==> config.mk <==
export PLATFORM = sky130hd
export DESIGN_NAME = alu_op_dispatch
export DESIGN_NICKNAME = d
export VERILOG_FILES = /design/src/rtl/alu_op_dispatch.sv
export SDC_FILE = /design/constraint.sdc
export NUM_CORES = 1
export LEC_CHECK = 0
export BUFFER_PORTS_ARGS = -buffer_cell sky130_fd_sc_hd__buf_4
export CORE_ASPECT_RATIO = 0.8
export CORE_UTILIZATION = 33
export CTS_CLUSTER_DIAMETER = 100
export DETAILED_ROUTE_END_ITERATION = 10
export PLACE_DENSITY = 0.69
export SYNTH_ARGS = -nofsm -noshare
export SYNTH_HDL_FRONTEND = slang
export SYNTH_SLANG_ARGS = --single-unit
==> constraint.sdc <==
create_clock -name clk -period 4.47 [get_ports clk]
set_input_delay 1.1175 -clock clk [delete_from_list [all_inputs] [get_ports clk]]
set_output_delay 1.1175 -clock clk [all_outputs]
set_load 0.02 [all_outputs]
==> src/rtl/alu_op_dispatch.sv <==
// alu_op_dispatch: sequencing stage in front of the 16-bit combinational ALU.
// Accepts one opcode plus operands over valid/ready, drives registered ALU strobes
// and operands for one cycle (MUL_CYCLES for multiply), captures sum/cout/z and
// returns the result over a second valid/ready handshake. One op in flight.
// Optional: define ALU_DISPATCH_STICKY_FLAGS_EN for sticky carry/zero flags.
module alu_op_dispatch #(
   parameter int unsigned WIDTH      = 16,
   parameter int unsigned MUL_CYCLES = 2
) (
   input  logic             clk,
   input  logic             reset,
`ifdef ALU_DISPATCH_STICKY_FLAGS_EN
   input  logic             flags_clr,
   output logic             sticky_c,
   output logic             sticky_z,
`endif
   input  logic             op_valid,
   output logic             op_ready,
   input  logic [3:0]       op_code,
   input  logic [WIDTH-1:0] op_a,
   input  logic [WIDTH-1:0] op_b,
   output logic [WIDTH-1:0] alu_a,
   output logic [WIDTH-1:0] alu_b,
   output logic             alu_subtract,
   output logic             alu_mult,
   output logic             alu_and,
   output logic             alu_or,
   output logic             alu_xor,
   output logic             alu_not,
   output logic             alu_half_mode,
   output logic             alu_bytewise_mode,
   output logic             alu_l_shift,
   output logic             alu_r_shift,
   input  logic [WIDTH-1:0] alu_sum,
   input  logic             alu_cout,
   input  logic             alu_z,
   output logic             res_valid,
   input  logic             res_ready,
   output logic [WIDTH-1:0] res_data,
   output logic             res_cout,
   output logic             res_z,
   output logic             res_illegal,
   output logic             busy
);

   typedef enum logic [1:0] {StIdle, StExec, StMulWait, StDone} state_e;

   // Strobe vector bit positions, MSB first: sub mult and or xor not half byte lsl lsr
   localparam logic [9:0] SSub  = 10'b10_0000_0000;
   localparam logic [9:0] SMul  = 10'b01_0000_0000;
   localparam logic [9:0] SAnd  = 10'b00_1000_0000;
   localparam logic [9:0] SOr   = 10'b00_0100_0000;
   localparam logic [9:0] SXor  = 10'b00_0010_0000;
   localparam logic [9:0] SNot  = 10'b00_0001_0000;
   localparam logic [9:0] SHalf = 10'b00_0000_1000;
   localparam logic [9:0] SByte = 10'b00_0000_0100;
   localparam logic [9:0] SLsl  = 10'b00_0000_0010;
   localparam logic [9:0] SLsr  = 10'b00_0000_0001;

   localparam logic [3:0] OpMul   = 4'h3;
   localparam logic [3:0] CntInit = 4'(MUL_CYCLES - 1);

   state_e     state;
   logic [3:0] cnt;
   logic [9:0] strb;

   // Opcode to strobe set; plain ADD and illegal codes map to no strobes.
   function automatic logic [9:0] decode(input logic [3:0] code);
      logic [9:0] s;
      s = '0;
      case (code)
         4'h1:    s = SHalf;
         4'h2:    s = SSub;
         4'h3:    s = SMul;
         4'h4:    s = SAnd;
         4'h5:    s = SOr;
         4'h6:    s = SXor;
         4'h7:    s = SNot;
         4'h8:    s = SAnd | SByte;
         4'h9:    s = SOr  | SByte;
         4'hA:    s = SXor | SByte;
         4'hB:    s = SNot | SByte;
         4'hC:    s = SLsl;
         4'hD:    s = SLsr;
         default: s = '0;
      endcase
      return s;
   endfunction

   assign {alu_subtract, alu_mult, alu_and, alu_or, alu_xor, alu_not,
           alu_half_mode, alu_bytewise_mode, alu_l_shift, alu_r_shift} = strb;

   // Dispatch FSM; every output is a register so strobes cannot glitch.
   always_ff @(posedge clk) begin
      if (reset) begin
         state       <= StIdle;
         cnt         <= '0;
         strb        <= '0;
         alu_a       <= '0;
         alu_b       <= '0;
         op_ready    <= 1'b1;
         busy        <= 1'b0;
         res_valid   <= 1'b0;
         res_data    <= '0;
         res_cout    <= 1'b0;
         res_z       <= 1'b0;
         res_illegal <= 1'b0;
      end else begin
         case (state)
            StIdle: begin
               if (op_valid && op_ready) begin
                  alu_a    <= op_a;
                  alu_b    <= op_b;
                  op_ready <= 1'b0;
                  busy     <= 1'b1;
                  if (op_code >= 4'hE) begin
                     // Illegal codes never touch the ALU.
                     state       <= StDone;
                     res_valid   <= 1'b1;
                     res_data    <= '0;
                     res_cout    <= 1'b0;
                     res_z       <= 1'b0;
                     res_illegal <= 1'b1;
                  end else if (op_code == OpMul) begin
                     state <= StMulWait;
                     cnt   <= CntInit;
                     strb  <= decode(op_code);
                  end else begin
                     state <= StExec;
                     strb  <= decode(op_code);
                  end
               end
            end
            StExec: begin
               state       <= StDone;
               strb        <= '0;
               res_valid   <= 1'b1;
               res_data    <= alu_sum;
               res_cout    <= alu_cout;
               res_z       <= alu_z;
               res_illegal <= 1'b0;
            end
            StMulWait: begin
               if (cnt == 4'd0) begin
                  state       <= StDone;
                  strb        <= '0;
                  res_valid   <= 1'b1;
                  res_data    <= alu_sum;
                  res_cout    <= alu_cout;
                  res_z       <= alu_z;
                  res_illegal <= 1'b0;
               end else begin
                  cnt <= cnt - 4'd1;
               end
            end
            StDone: begin
               // op_ready returns one cycle after consumption, so no overlap.
               if (res_ready) begin
                  state     <= StIdle;
                  res_valid <= 1'b0;
                  op_ready  <= 1'b1;
                  busy      <= 1'b0;
               end
            end
            default: state <= StIdle;
         endcase
      end
   end

`ifdef ALU_DISPATCH_STICKY_FLAGS_EN
   logic capture;
   assign capture = (state == StExec) || ((state == StMulWait) && (cnt == 4'd0));

   // Sticky flags accumulate legal captures; clear beats a same-cycle capture.
   always_ff @(posedge clk) begin
      if (reset || flags_clr) begin
         sticky_c <= 1'b0;
         sticky_z <= 1'b0;
      end else if (capture) begin
         sticky_c <= sticky_c | alu_cout;
         sticky_z <= sticky_z | alu_z;
      end
   end
`endif

endmodule

# Word-level counts from Yosys, hierarchy flattened
# Memory sizes are Yosys's and may differ from the RTL's.
# Index checks and enable logic that the tools add are counted.
[word_totals]
memories = 2
in_bits = 58
word_cells = 78
romBits = 320
output_inout_bits = 64
register_bits = 70
mem_bits_rw = 0
latchBits = 0
[memory_table]
columns = ["memory", "depth", "width", "read_ports", "rd_ports_with_merged_regs", "write_ports", "line", "source"]
rows = [
  ["(no name shown)", 16, 10, 1, 0, 0, "71", "case (code)"],
  ["(no name shown)", 16, 10, 1, 0, 0, "71", ""],
]
[op_classes]
multipliers = 0
n_addsub = 1
bitwise = 0
reduce_logical = 13
magnitude_cmp = 1
mux = 38
div_mod_pow = 0
eq_ne = 11
n_shift = 0
[op_table]
columns = ["op", "count"]
rows = [
  ["$mux W16", 3],
  ["$pmux W16 S3", 1],
  ["$mux W10", 4],
  ["$pmux W10 S3", 1],
  ["$mux W4", 4],
  ["$ne A2 B2 Y1 const B", 7],
  ["$mux W1", 12],
  ["$reduce_and A4 Y1", 3],
  ["$mux W2", 5],
  ["$pmux W1 S3", 3],
  ["$pmux W2 S4", 1],
  ["$pmux W4 S2", 1],
  ["$reduce_and A3 Y1", 2],
  ["$reduce_and A5 Y1", 1],
  ["$eq A2 B2 Y1 const B", 2],
  ["$eq A4 B2 Y1 const B", 1],
  ["$ge A4 B4 Y1 const B", 1],
  ["$logic_not A4 Y1", 1],
  ["$pmux W1 S2", 2],
  ["$pmux W1 S4", 1],
  ["$reduce_bool A2 Y1", 2],
  ["$sub A4 B1 Y4 const B", 1],
  ["$reduce_bool A3 Y1", 1],
  ["$eq A2 B1 Y1 const B", 1],
  ["other kinds (3)", 3],
]

# Logic depth before layout (Yosys ltp)
[depth]
ltp_word = 5
mapped_depth = 8
mapped_depth_nobuf = 6

# Worst setup path after synthesis
# No wires, ideal clock.
[synth_path]
kind = "input port to flip-flop"
from = "input op_valid"
to = "register res_illegal"
t_arrival_ps = 2125
path_buffers = 1
path_stages = 5
path_slack_ps = 2275
t_required_ps = 4400
setup_time_ps = 70
cell_sequence = "a21boi_1 a221o_1 clkbuf_1 o21ai_0 a21oi_1"
[synth_via]
elab_chain_len = 3
[synth_lines]
columns = ["element", "line", "source"]
rows = [
  ["start: declaration", "17", "input logic op_valid,"],
  ["$logic_and A1 B1 Y1", "111", "if (op_valid && op_ready) begin"],
  ["$ne A2 B2 Y1 (no source line)", "n/a", ""],
  ["$reduce_and A4 Y1 (no source line)", "n/a", ""],
  ["end signal: assignment", "107", "res_illegal <= 1'b0;"],
  ["end signal: assignment", "123", "res_illegal <= 1'b1;"],
  ["end signal: assignment", "141", "res_illegal <= 1'b0;"],
  ["end: declaration", "42", "output logic res_illegal,"],
]
# Every way passes these cells.
# A chain may end at the register's enable or synchronous reset.

# Final worst setup path
[layout_path]
from = "register state[0]"
to = "register strb[3]"
[layout_via]
elab_chain_len = 3
elab_cells_between_ends = 9
cone_classes = "eq/ne: 5; mux: 1; reduce/logical: 3"
[layout_lines]
columns = ["element", "line", "source"]
rows = [
  ["start: declaration", "63", "state_e state;"],
  ["start signal: assignment", "96", "state <= StIdle;"],
  ["start signal: assignment", "118", "state <= StDone;"],
  ["start signal: assignment", "125", "state <= StMulWait;"],
  ["$eq A2 B2 Y1, or another cell as far along", "109", "case (state)"],
  ["$ne A2 B2 Y1 (no source line) / $reduce_bool A3 Y1 (equally long branches)", "n/a", ""],
  ["$reduce_and A4 Y1 (no source line)", "n/a", ""],
  ["end signal: assignment", "127", "strb <= decode(op_code);"],
  ["end signal: assignment", "130", "strb <= decode(op_code);"],
  ["end: declaration", "65", "logic [9:0] strb;"],
]
# Parallel ways exist; a longest one is shown, timed or not.

==> impl_summary.md <==
Worst setup path
The stage delay of the slowest cell on the critical path is 0.97 ns. The signal arrival time at the worst endpoint is 3.01 ns. The worst setup path is launched from a flop.

The worst-path cell with the longest stage delay is sky130_fd_sc_hd__a21boi_0. The buffering stage count on the worst path with inverters included is 1. The critical path required time is 4.64 ns. Broken down by cell family, the worst path's largest delay share belongs to compound AO/OA/AOI/OAI gates.

The peak fanout along the critical path is 28. The signal on the critical path passes through inv_1 > ha_1 > nand2b_1 > a21boi_0 > or4_1 > a21oi_1. The reg-to-reg setup timing slack is 1.63 ns. The worst setup path is captured at a flop. The type of the setup path with the least slack is reg -> reg.

Power and ir drop
Overall power consumption after layout is estimated at 2.667 mW. The analysis attributes to cell leakage a power of 1.748 nW. Across the VDD grid, the largest voltage drop is 283.9 uV.

The power per cell area is 628.9 nW/um2.

Finish
The sequential cells in the finished layout cover a total of 1401 um2. Compared with the post-synthesis result, the final layout area differs by 41.62%. The filler cell count in the final layout is 841. The commonest non-fill, non-tap cell in the layout is sky130_fd_sc_hd__buf_4. Leaving out fill and tap cells, the most frequent cells in the layout are 121 x sky130_fd_sc_hd__buf_4, 70 x sky130_fd_sc_hd__dfxtp_1, 69 x sky130_fd_sc_hd__a21oi_1. The area taken by multi-input logic gates is 1428 um2. After routing the design area is 4240 um2. Of the cells placed in the final design, the portion with a size suffix greater than 1 is 30.43%. The net count reported at finish is 529. The number of antenna diodes is 0.

Placement
Summing all placed instances gives a cell area of 3915 um2. Once detailed placement completed, the half-perimeter wirelength came to 5634 um. The final RePlAce weighted congestion is 0.8672.

The count of buffers inserted at the top-level ports is 121.

STA
Setup violations remaining at the end of the flow were counted as 0. Setup repair after global routing left no endpoint under its margin. In the finished design, the share of the clock period the worst path needs comes to 63.59%. Counting I/O delays and the setup requirement, the final critical path takes 2.842 ns. The count of pins over their slew limit is 0.

At the pin with the least slew margin, the transition time is 1.240 ns. In this run the tightest slew margin relative to its limit is 17.12%. The number of hold-slack violations in the final timing report is 0. For the final database, setup skew stands at 0.005335 ns.

Setup total negative slack on the finished layout was measured at 0 ns. The maximum achievable frequency is 351.8 MHz.

Die
Pin placement for this block handled 122 I/O pins. The area of the core is 8633 um2. The die is 87.20 um tall.

The die is 108.5 um wide. The number of rows in the core area is 30. The floorplan step defined a die boundary enclosing 9460 um2. The initial core utilization is 34.68%.

Drt
The iteration-0 DRC count of the detailed router is 133. The count of nets left with antenna violations once routing finished came out at 0. The final routed DRC violation total is 0. The final layout contains routed wiring with a total length of 8168 um. The pre-antenna-repair detailed-routing pass consisted of 4 iterations. Dividing the detail-routed via count by the number of cells gives 5.129. Detailed routing inserted a total of 2985 vias.

Dividing the detail-routed wire length by the instance count gives 14.03 um.

Synth
The cell type with the largest total area after synthesis is sky130_fd_sc_hd__dfxtp_1. The portion of the post-synthesis area used by sequential elements is 46.80%. The cell count after synthesis is 362. The synthesized design contains 70 register bits. The net count after synthesis is 426. The synthesized area per cell is 8.271 um2. The count of flip-flops with a built-in enable after synthesis is 0. For this run, the leading register cell type out of synthesis is sky130_fd_sc_hd__dfxtp_1.

By area the synthesized netlist is led by sky130_fd_sc_hd__dfxtp_1 47%, sky130_fd_sc_hd__a21oi_1 12%, sky130_fd_sc_hd__nand2_1 8.5%. The cell area that synthesis handed to floorplanning was 2994 um2. Of all flip-flops after synthesis, the portion carrying an async set or reset was 0%.

The distinct cell type count of the synthesized netlist is 46. The total number of yosys warnings is 0. In this run the biggest area consumer among cell types represents 46.80% of the synthesized area.

CTS
The number of clock sinks seen by CTS is 70. In this run, CTS created clock tree buffers numbering 9. The post-cts resize count is 0. The CTS tree is yes. The number of setup buffers added after CTS is 0.

Hold repair after CTS inserted 0 buffers. After clock tree synthesis, the clock-pin slew on the worst setup and hold paths is 0.05 ns. Counting along the longest clock path gives a buffer depth of 2.

The depth of the CTS H-tree is 3. The clock insertion delay at the later pin of the skew report is 0.32 ns. The root buffer cell chosen for the clock tree is sky130_fd_sc_hd__clkbuf_16.

Global route
The total global routing overflow is 0. The overall global routing resource usage is 17.21%. The largest net degree at the start of global routing is 69. The global-route wire length before repair is 12830 um. The initial antenna violation count was 0. The via count of the first global-routing pass is 2665.

Outcome
The flow ran to the end, and the final reports show no timing, DRC or antenna violations.

Hold path
In this run the worst hold path is classified as reg -> reg.

Run
The number of maximum-capacitance constraint violations is 0.
## power breakdown
group / internal (mW) / switching (mW) / total (mW) / leakage [nW]
sequential: 0.745 / 0.0731 / 0.818 / 0.570
clock: 0.504 / 0.265 / 0.768 / 0.148
combinational: 0.383 / 0.698 / 1.08 / 1.03
## layout make-up
class	instances	share of cell area (%)
tap	112	3.305
multi-input combinational	253	33.67
clock inverter	5	1.947
sequential	70	33.05
inverter	10	0.8852
timing repair buffer	121	21.42
clock buffer	11	5.724
## cells by family after synthesis
kind of cell	Yosys count	share of synthesized area, %
compound gates	123	23.24
fa+ha+maj	6	2.507
flops	70	46.80
simple gates	123	21.65
xor+xnor	1	0.2926
buf+inv	39	5.516
## worst reg2reg max path: cells and delay by family, from the launching register on
family,cells,cell delay (ns)
buffers and inverters,1,0.08
DFF,1,0.37
and+or+nand+nor,2,0.54
adders and majority gates,1,0.65
AOI/OAI and AO/OA,2,1.05
## per-layer routing
layer  routed length (um)  share of wire [%]  global-route usage [%]  vias up
met5                    0                  0                       0        -
met4                   68               0.83                   5.405        0
met3                  687                8.4                   5.236        7
met2                 3617                 44                   26.41      117
met1                 3795                 46                   23.11     1379
li1                     -                  -                       -     1482
## flip-flops by register name (all words and copies together) (netlist names)
| register | flops |
|---|---|
| alu_b | 16 |
| alu_a | 16 |
| strb | 10 |
| res_valid | 1 |
| res_illegal | 1 |
| busy | 1 |
| cnt | 4 |
| res_cout | 1 |
| op_ready | 1 |
| state | 2 |
| res_data | 16 |
| res_z | 1 |
## worst paths after layout
check	start	cells past startpoint	endpoint
setup / recovery	state[0]$_SDFFE_PP0P_	6	strb[3]$_SDFFE_PP0P_
hold / removal	alu_a[10]$_SDFFE_PP0P_	2	alu_a[10]$_SDFFE_PP0P_
hold reg to reg	alu_a[10]$_SDFFE_PP0P_	2	alu_a[10]$_SDFFE_PP0P_
setup reg to reg	state[0]$_SDFFE_PP0P_	6	strb[3]$_SDFFE_PP0P_
## synthesized netlist by cell type, types with 2 or more instances
| cell type | instances |
|---|---|
| sky130_fd_sc_hd__a21bo_2 | 2 |
| sky130_fd_sc_hd__a21oi_1 | 69 |
| sky130_fd_sc_hd__buf_1 | 2 |
| sky130_fd_sc_hd__buf_2 | 3 |
| sky130_fd_sc_hd__buf_6 | 2 |
| sky130_fd_sc_hd__clkbuf_1 | 22 |
| sky130_fd_sc_hd__dfxtp_1 | 70 |
| sky130_fd_sc_hd__ha_1 | 6 |
| sky130_fd_sc_hd__inv_1 | 10 |
| sky130_fd_sc_hd__nand2_1 | 68 |
| sky130_fd_sc_hd__nand2b_1 | 4 |
| sky130_fd_sc_hd__nand3_1 | 5 |
| sky130_fd_sc_hd__nand4_1 | 3 |
| sky130_fd_sc_hd__nand4b_1 | 18 |
| sky130_fd_sc_hd__nor2_1 | 5 |
| sky130_fd_sc_hd__nor3_1 | 3 |
| sky130_fd_sc_hd__o211ai_1 | 2 |
| sky130_fd_sc_hd__o21ai_0 | 36 |
| sky130_fd_sc_hd__or2_2 | 2 |
| sky130_fd_sc_hd__or3_1 | 2 |
| sky130_fd_sc_hd__or4_1 | 3 |
## stage by stage
step           instances  setup slack [ns]  hold slack, ns  utilization (%)
2_1_floorplan        362             2.275          0.4838                -
3_3_place_gp         566             1.700          0.4430            45.35
3_5_place_dp         566             1.560          0.4471            45.35
4_1_cts              582             1.639          0.4546            49.12
5_1_grt              582             1.297          0.4735            49.12
6_report             582             1.628          0.4524            49.12
(Power assumes the default switching activity.)
